**config.mk**
```make
export PLATFORM = sky130hd
export DESIGN_NAME = led_strip_serializer
export DESIGN_NICKNAME = d
export VERILOG_FILES = /design/src/rtl/led_pkg.sv /design/src/rtl/led_pixel_scale.sv /design/src/rtl/led_strip_serializer.sv
export SDC_FILE = /design/constraint.sdc
export NUM_CORES = 2
export LEC_CHECK = 0
export BUFFER_PORTS_ARGS = -buffer_cell sky130_fd_sc_hd__buf_4
export CORE_MARGIN = 2
export CORE_UTILIZATION = 40
export DETAILED_ROUTE_END_ITERATION = 8
export SLEW_MARGIN = 10
export SYNTH_ARGS = -nofsm -noshare
export SYNTH_HDL_FRONTEND = slang
export SYNTH_HIERARCHICAL = 1
export SYNTH_SLANG_ARGS = --single-unit
```
**constraint.sdc**
```tcl
create_clock -name clk -period 4.4 [get_ports clk]
set_input_delay 0.88 -clock clk [delete_from_list [all_inputs] [get_ports clk]]
set_output_delay 0.88 -clock clk [all_outputs]
set_load 0.005 [all_outputs]
```
**src/rtl/led_pkg.sv**
```systemverilog
// Shared types and helpers for the LED strip serializer.
package led_pkg;

  localparam int NUM_LEDS = 10;
  localparam int COLOR_W  = 24;

  typedef logic [COLOR_W-1:0] pixel_t;
  typedef pixel_t [NUM_LEDS-1:0] strip_t;

  typedef enum logic [1:0] {
    IDLE,
    SEND,
    LATCH
  } state_t;

  // Scale one 8-bit channel by (brightness+1)/8, truncating.
  function automatic logic [7:0] scale_chan(input logic [7:0] c, input logic [2:0] b);
    logic [10:0] prod;
    prod = 11'(c) * (11'(b) + 11'd1);
    return prod[10:3];
  endfunction

endpackage

```
**src/rtl/led_pixel_scale.sv**
```systemverilog
// Applies the global brightness level to the three channels of one pixel.
module led_pixel_scale
  import led_pkg::*;
(
  input  pixel_t     pixel,
  input  logic [2:0] brightness,
  output pixel_t     scaled
);

  assign scaled = {scale_chan(pixel[23:16], brightness),
                   scale_chan(pixel[15:8],  brightness),
                   scale_chan(pixel[7:0],   brightness)};

endmodule

```
**src/rtl/led_strip_serializer.sv**
```systemverilog
// Captures a brightness-scaled frame and shifts it out as WS281x-style
// pulse-width coded bits, followed by a low latch period.
module led_strip_serializer #(
  parameter int NUM_LEDS = led_pkg::NUM_LEDS,
  parameter int T0H      = 4,
  parameter int T1H      = 8,
  parameter int TBIT     = 12,
  parameter int TRST     = 50
) (
  input  logic                           clk,
  input  logic                           rst,
  input  led_pkg::pixel_t [NUM_LEDS-1:0] strip,
  input  logic [2:0]                     brightness,
  input  logic                           frame_valid,
  output logic                           frame_ready,
  output logic                           dout,
  output logic                           busy,
  output logic                           frame_done
);

  import led_pkg::*;

  localparam int CYC_W = (TBIT > 1) ? $clog2(TBIT) : 1;
  localparam int PIX_W = (NUM_LEDS > 1) ? $clog2(NUM_LEDS) : 1;
  localparam int LAT_W = (TRST > 1) ? $clog2(TRST) : 1;
  localparam logic [4:0] BIT_MSB = 5'(COLOR_W - 1);

  if (!(T0H >= 1 && T0H < T1H && T1H < TBIT && TRST >= 1)) begin : g_bad_timing
    $error("led_strip_serializer: timing needs 1 <= T0H < T1H < TBIT and TRST >= 1");
  end

  state_t                    state_q, state_d;
  logic [CYC_W-1:0]          cyc_q;
  logic [4:0]                bit_q;
  logic [PIX_W-1:0]          pix_q;
  logic [LAT_W-1:0]          lat_q;
  logic                      done_q;
  pixel_t [NUM_LEDS-1:0]     buf_q;
  pixel_t [NUM_LEDS-1:0]     scaled;

  logic accept, bit_end, frame_end, latch_end, cur_bit;

  for (genvar g = 0; g < NUM_LEDS; g++) begin : g_scale
    led_pixel_scale u_scale (
      .pixel      (strip[g]),
      .brightness (brightness),
      .scaled     (scaled[g])
    );
  end

  assign cur_bit    = buf_q[pix_q][bit_q];
  assign bit_end    = (cyc_q == CYC_W'(TBIT - 1));
  assign frame_end  = bit_end && (bit_q == 5'd0) && (pix_q == PIX_W'(NUM_LEDS - 1));
  assign latch_end  = (lat_q == LAT_W'(TRST - 1));
  assign frame_done = done_q;

  // Next-state decode and Moore-style outputs from the registered state.
  always_comb begin
    // NOTE: every output gets a default first so no path can infer a latch.
    state_d     = state_q;
    accept      = 1'b0;
    frame_ready = 1'b0;
    busy        = 1'b0;
    dout        = 1'b0;
    case (state_q)
      IDLE: begin
        frame_ready = 1'b1;
        if (frame_valid) begin
          accept  = 1'b1;
          state_d = SEND;
        end
      end
      SEND: begin
        busy = 1'b1;
        dout = (cyc_q < (cur_bit ? CYC_W'(T1H) : CYC_W'(T0H)));
        if (frame_end) state_d = LATCH;
      end
      LATCH: begin
        busy = 1'b1;
        if (latch_end) state_d = IDLE;
      end
      default: state_d = IDLE;
    endcase
  end

  // State register, bit/pixel/latch counters and the frame buffer.
  always_ff @(posedge clk) begin
    // NOTE: sequential state uses non-blocking assignments only, so every
    // register samples pre-edge values regardless of statement order.
    if (rst) begin
      state_q <= IDLE;
      cyc_q   <= '0;
      bit_q   <= '0;
      pix_q   <= '0;
      lat_q   <= '0;
      done_q  <= 1'b0;
      // NOTE: the frame buffer is cleared as well, so an aborted frame
      // leaves no stale pixel data behind.
      buf_q   <= '0;
    end else begin
      state_q <= state_d;
      done_q  <= (state_q == LATCH) && latch_end;
      case (state_q)
        IDLE: begin
          if (accept) begin
            buf_q <= scaled;
            cyc_q <= '0;
            bit_q <= BIT_MSB;
            pix_q <= '0;
            lat_q <= '0;
          end
        end
        SEND: begin
          lat_q <= '0;
          if (bit_end) begin
            cyc_q <= '0;
            if (bit_q == 5'd0) begin
              bit_q <= BIT_MSB;
              pix_q <= frame_end ? '0 : pix_q + 1'b1;
            end else begin
              bit_q <= bit_q - 1'b1;
            end
          end else begin
            cyc_q <= cyc_q + 1'b1;
          end
        end
        LATCH: lat_q <= latch_end ? '0 : lat_q + 1'b1;
        default: ;
      endcase
    end
  end

endmodule

```
==> flow_summary.toml <==
[status]
status = "finished, violations left"
violations = "negative setup slack"

[floorplan]
die_y_um = 306.1
die_w_um = 306.1
num_io_pins = 250
die_area_sq_mm = 0.09371
core.rowCount = 110
coreArea_sq_mm = 0.09029
initial_core_util_pct = 40.44

[pwr]
total_power_w = 0.01524
power.density_mw_per_mm2 = 340.3
ir_drop_mv = 0.2911
power.leakage_nw = 21.14

[routing]
route.detailed.drc = 0
routed_wirelength_um = 105800
drtIter0Drc = 2014
viasPerCell = 5.038
first_pass_iters = 5
wire_per_inst_um = 16.72
via_count = 31870
antenna_left = 0

[setup_path]
worstPathMaxFanout = 6
critPathLaunchType = "flop"
cp_cell_sequence = "buf_16, buf_6, and2_4, buf_12, a22oi_2, a21boi_2, a2111oi_2, o32ai_2, a221oi_2, nand2_2, ha_4, a211o_1, a31oi_1, buf_4, buf_6"
path_class = "flop to primary output"
cp_common_cell = "buf_6"
path_buf_inv = 5
timing.rr.start = "state_q[0]"
ff2ff_path_depth = 9
cp.arrival_ns = 3.66
cp_top_family = "compound AO/OA/AOI/OAI gates"
rrSetupSlack_ns = 1.79
rr_endpoint = "pix_q[3]"
required_ns = 3.52
cp-end-kind = "primary output"
critPathSlowestCell = "dfxtp_4"
critical-path-max-stage-delay_ns = 0.39

[synthesis]
syn_nets = 5457
syn_area_sq_mm = 0.03651
synthSimpleGateAreaFrac_pct = 23.14
ys_ff_latch = 262
synth_edf_count = 0
synthAdderAreaFrac_pct = 32.76
syn_avg_cell_area_sq_um = 8.166
synth_compound_area_share_pct = 11.61
synth.area.mux_share_pct = 3.698
yosysSeqAreaShare_pct = 14.37
yosysUniqueCellTypes = 80
async_flop_share_pct = 0
synthCells = 4471
synth-xor-area-share_pct = 6.933
synth_top_family_by_area = "adder cells"
synth_warnings = 6
synthFlopType = "dfxtp_1"

[final_layout]
area_growth_pct = 22.70
ff_latch_area_sq_mm = 0.005255
post_route_cells_drive_above_1_share_pct = 19.29
final_nets = 6115
fillers = 8832
multi_input_area_sq_mm = 0.02873
final_util_pct = 49.62

[global_route]
grt-ovfl-total = 0
track_usage_pct = 22.69
antenna_found_initial = 2
grt_start_max_net_pins = 139
first_global_vias = 32610
grt_pass1_wl_um = 173000

[hold_path]
hold_class = "flop to flop"
min-delay-start = "buf_q[70]"
min_to = "buf_q[70]"
hold_depth = 2

[clocking]
path_clk_slew_ns = 0.06
clock_latency_ns = 0.57
cts.sinks = 262
numCtsBuffers = 28
htree_num_levels = 1
cts-root-buf = "clkbuf_16"
cts_tree = "done"
cts_max_path_buffers = 3

[placement]
port_buffers = 249
gp_congestion = 0.9340
hpwl_um = 88290

[sta]
min_period_over_period_pct = 103.2
worst_pin_slew_ns = 0.8967
fin_worst_skew_ns = 0.02029
finalHoldViolCount = 0
slew_headroom_pct = 40.22
rsz0062_at_grt = "true"
timing.final.ws_setup_ns = -0.1387
min_period_ns = 4.539
timing.fmax_mhz = 220.3
slew_viol_final = 0
setup_violations = 1

[flow_run]
cap_viol_max_count = 0
-- report_power, final --
part	internal (W)	total (W)	leakage (nW)	switching (W)
registers	0.00293	0.00346	2.15	0.000529
clock network	0.00155	0.00257	0.490	0.00101
logic	0.00433	0.00922	18.5	0.00489
total	0.00881	0.0152	21.1	0.00643
-- area by class of cell --
class                   instances  area share [%]
multi-input cells            3536           64.13
repair buffers                831           14.65
flip-flops and latches        262           11.73
inverters                     470           3.938
well taps                    1176           3.284
clock buffers                  38           1.852
clock inverters                12          0.4078
diodes                          1        0.005586
-- layer usage --
metal / share of wire (%) / up-vias / track usage [%] / wire length [um]
met5: 0.012 / - / 0 / 13
met4: 2.4 / 2 / 5.096 / 2494
met3: 4.3 / 117 / 2.240 / 4496
met2: 48 / 585 / 39.43 / 51190
met1: 45 / 15440 / 30.43 / 47560
li1: - / 15730 / - / -
-- cells in the mapped netlist (24+ instances only) --
| cell type | count | area share, % |
|---|---|---|
| nand2_1 | 861 | 8.9 |
| inv_1 | 470 | 4.8 |
| and2_1 | 414 | 7.1 |
| a21oi_1 | 394 | 5.4 |
| ha_1 | 380 | 13 |
| fa_1 | 360 | 20 |
| dfxtp_1 | 262 | 14 |
| xnor2_1 | 232 | 5.6 |
| clkbuf_1 | 142 | 1.5 |
| nor2b_1 | 108 | 1.9 |
| nand2b_1 | 93 | 1.6 |
| mux2i_1 | 79 | 2.2 |
| nor2_1 | 66 | 0.68 |
| nand3_1 | 65 | 0.89 |
| xor2_1 | 57 | 1.4 |
| o21a_1 | 52 | 1.1 |
| o21ai_0 | 38 | 0.52 |
| a21o_1 | 32 | 0.66 |
| buf_2 | 29 | 0.40 |
| a221oi_1 | 28 | 0.67 |
| nor3_1 | 28 | 0.38 |
| o211ai_1 | 24 | 0.49 |
-- worst register-to-register path: stages, from the launching register on --
cell	delay (ns)
dfxtp_1	0.36
inv_1	0.08
ha_1	0.34
nand2b_1	0.18
o21ai_0	0.14
a21oi_1	0.62
nand2_1	0.28
nor2_1	0.26
nand4b_1	0.12
a21oi_1	0.15
-- cell usage in the layout (no fill, tap or decap), types with 20 or more instances in the layout --
cell type,count
ha_1,379
nand2_1,859
a221oi_1,23
mux2i_1,74
nand2b_1,93
a21oi_1,391
inv_1,470
nor2_1,65
o21ai_0,36
clkbuf_16,29
a21o_1,32
o21bai_1,20
and2_1,413
nor2b_1,106
fa_1,360
nor3_1,28
dfxtp_1,258
buf_4,798
nand3_1,64
xor2_1,55
o211ai_1,24
buf_12,20
and4_1,20
o21a_1,52
xnor2_1,232
mux4_2,20
-- per-stage QoR --
step	hold WS, ns	setup slack [ns]	instance area [sq um]	TNS, ns	cells
final	0.4531	-0.1387	44800	-0.1387	6326
after detailed placement	0.4447	-0.4334	43350	-31.98	6257
after CTS	0.4531	-0.1828	44610	-0.1828	6322
after floorplan	0.4315	0.1530	36510	0	4471
after global routing	0.4723	-0.2698	44800	-0.2698	6325
after global placement	0.4397	-0.4223	43350	-26.10	6257
-- state kept, by name (all words and copies together) (netlist names) --
name,count
buf_q,240
lat_q,6
bit_q,5
cyc_q,4
pix_q,4
state_q,2
frame_done,1
-- worst max path at each step --
stage                     slack [ns]  cells after the start          to          start
after floorplan                 0.15                     16  buf_q[119]  brightness[0]
after global placement         -0.42                     15   buf_q[38]  brightness[1]
after CTS                      -0.18                     14        dout       pix_q[0]
final                          -0.14                     15        dout       pix_q[0]
after global routing           -0.27                     14        dout       pix_q[1]
after detailed placement       -0.43                     17  buf_q[143]  brightness[1]
-- cell families (layout without fill, tap and decap cells) --
| kind of cell | after synthesis | after routing |
|---|---|---|
| xor+xnor | 289 | 289 |
| flops | 262 | 262 |
| simple gates | 1716 | 1716 |
| compound gates | 684 | 684 |
| other cells | 0 | 1 |
| mux | 107 | 107 |
| buf+inv | 673 | 1351 |
| fa+ha+maj | 740 | 740 |
-- timing repair --
item / CTS / global route
resized for setup: 18 / 35
gates cloned: 0 / 0
pin swaps: 12 / 17
hold buffers: 0 / 0
endpoints found under the setup margin: 1 / 12
setup buffers: 15 / 5
Note: power is estimated with default switching activity, not from simulation.
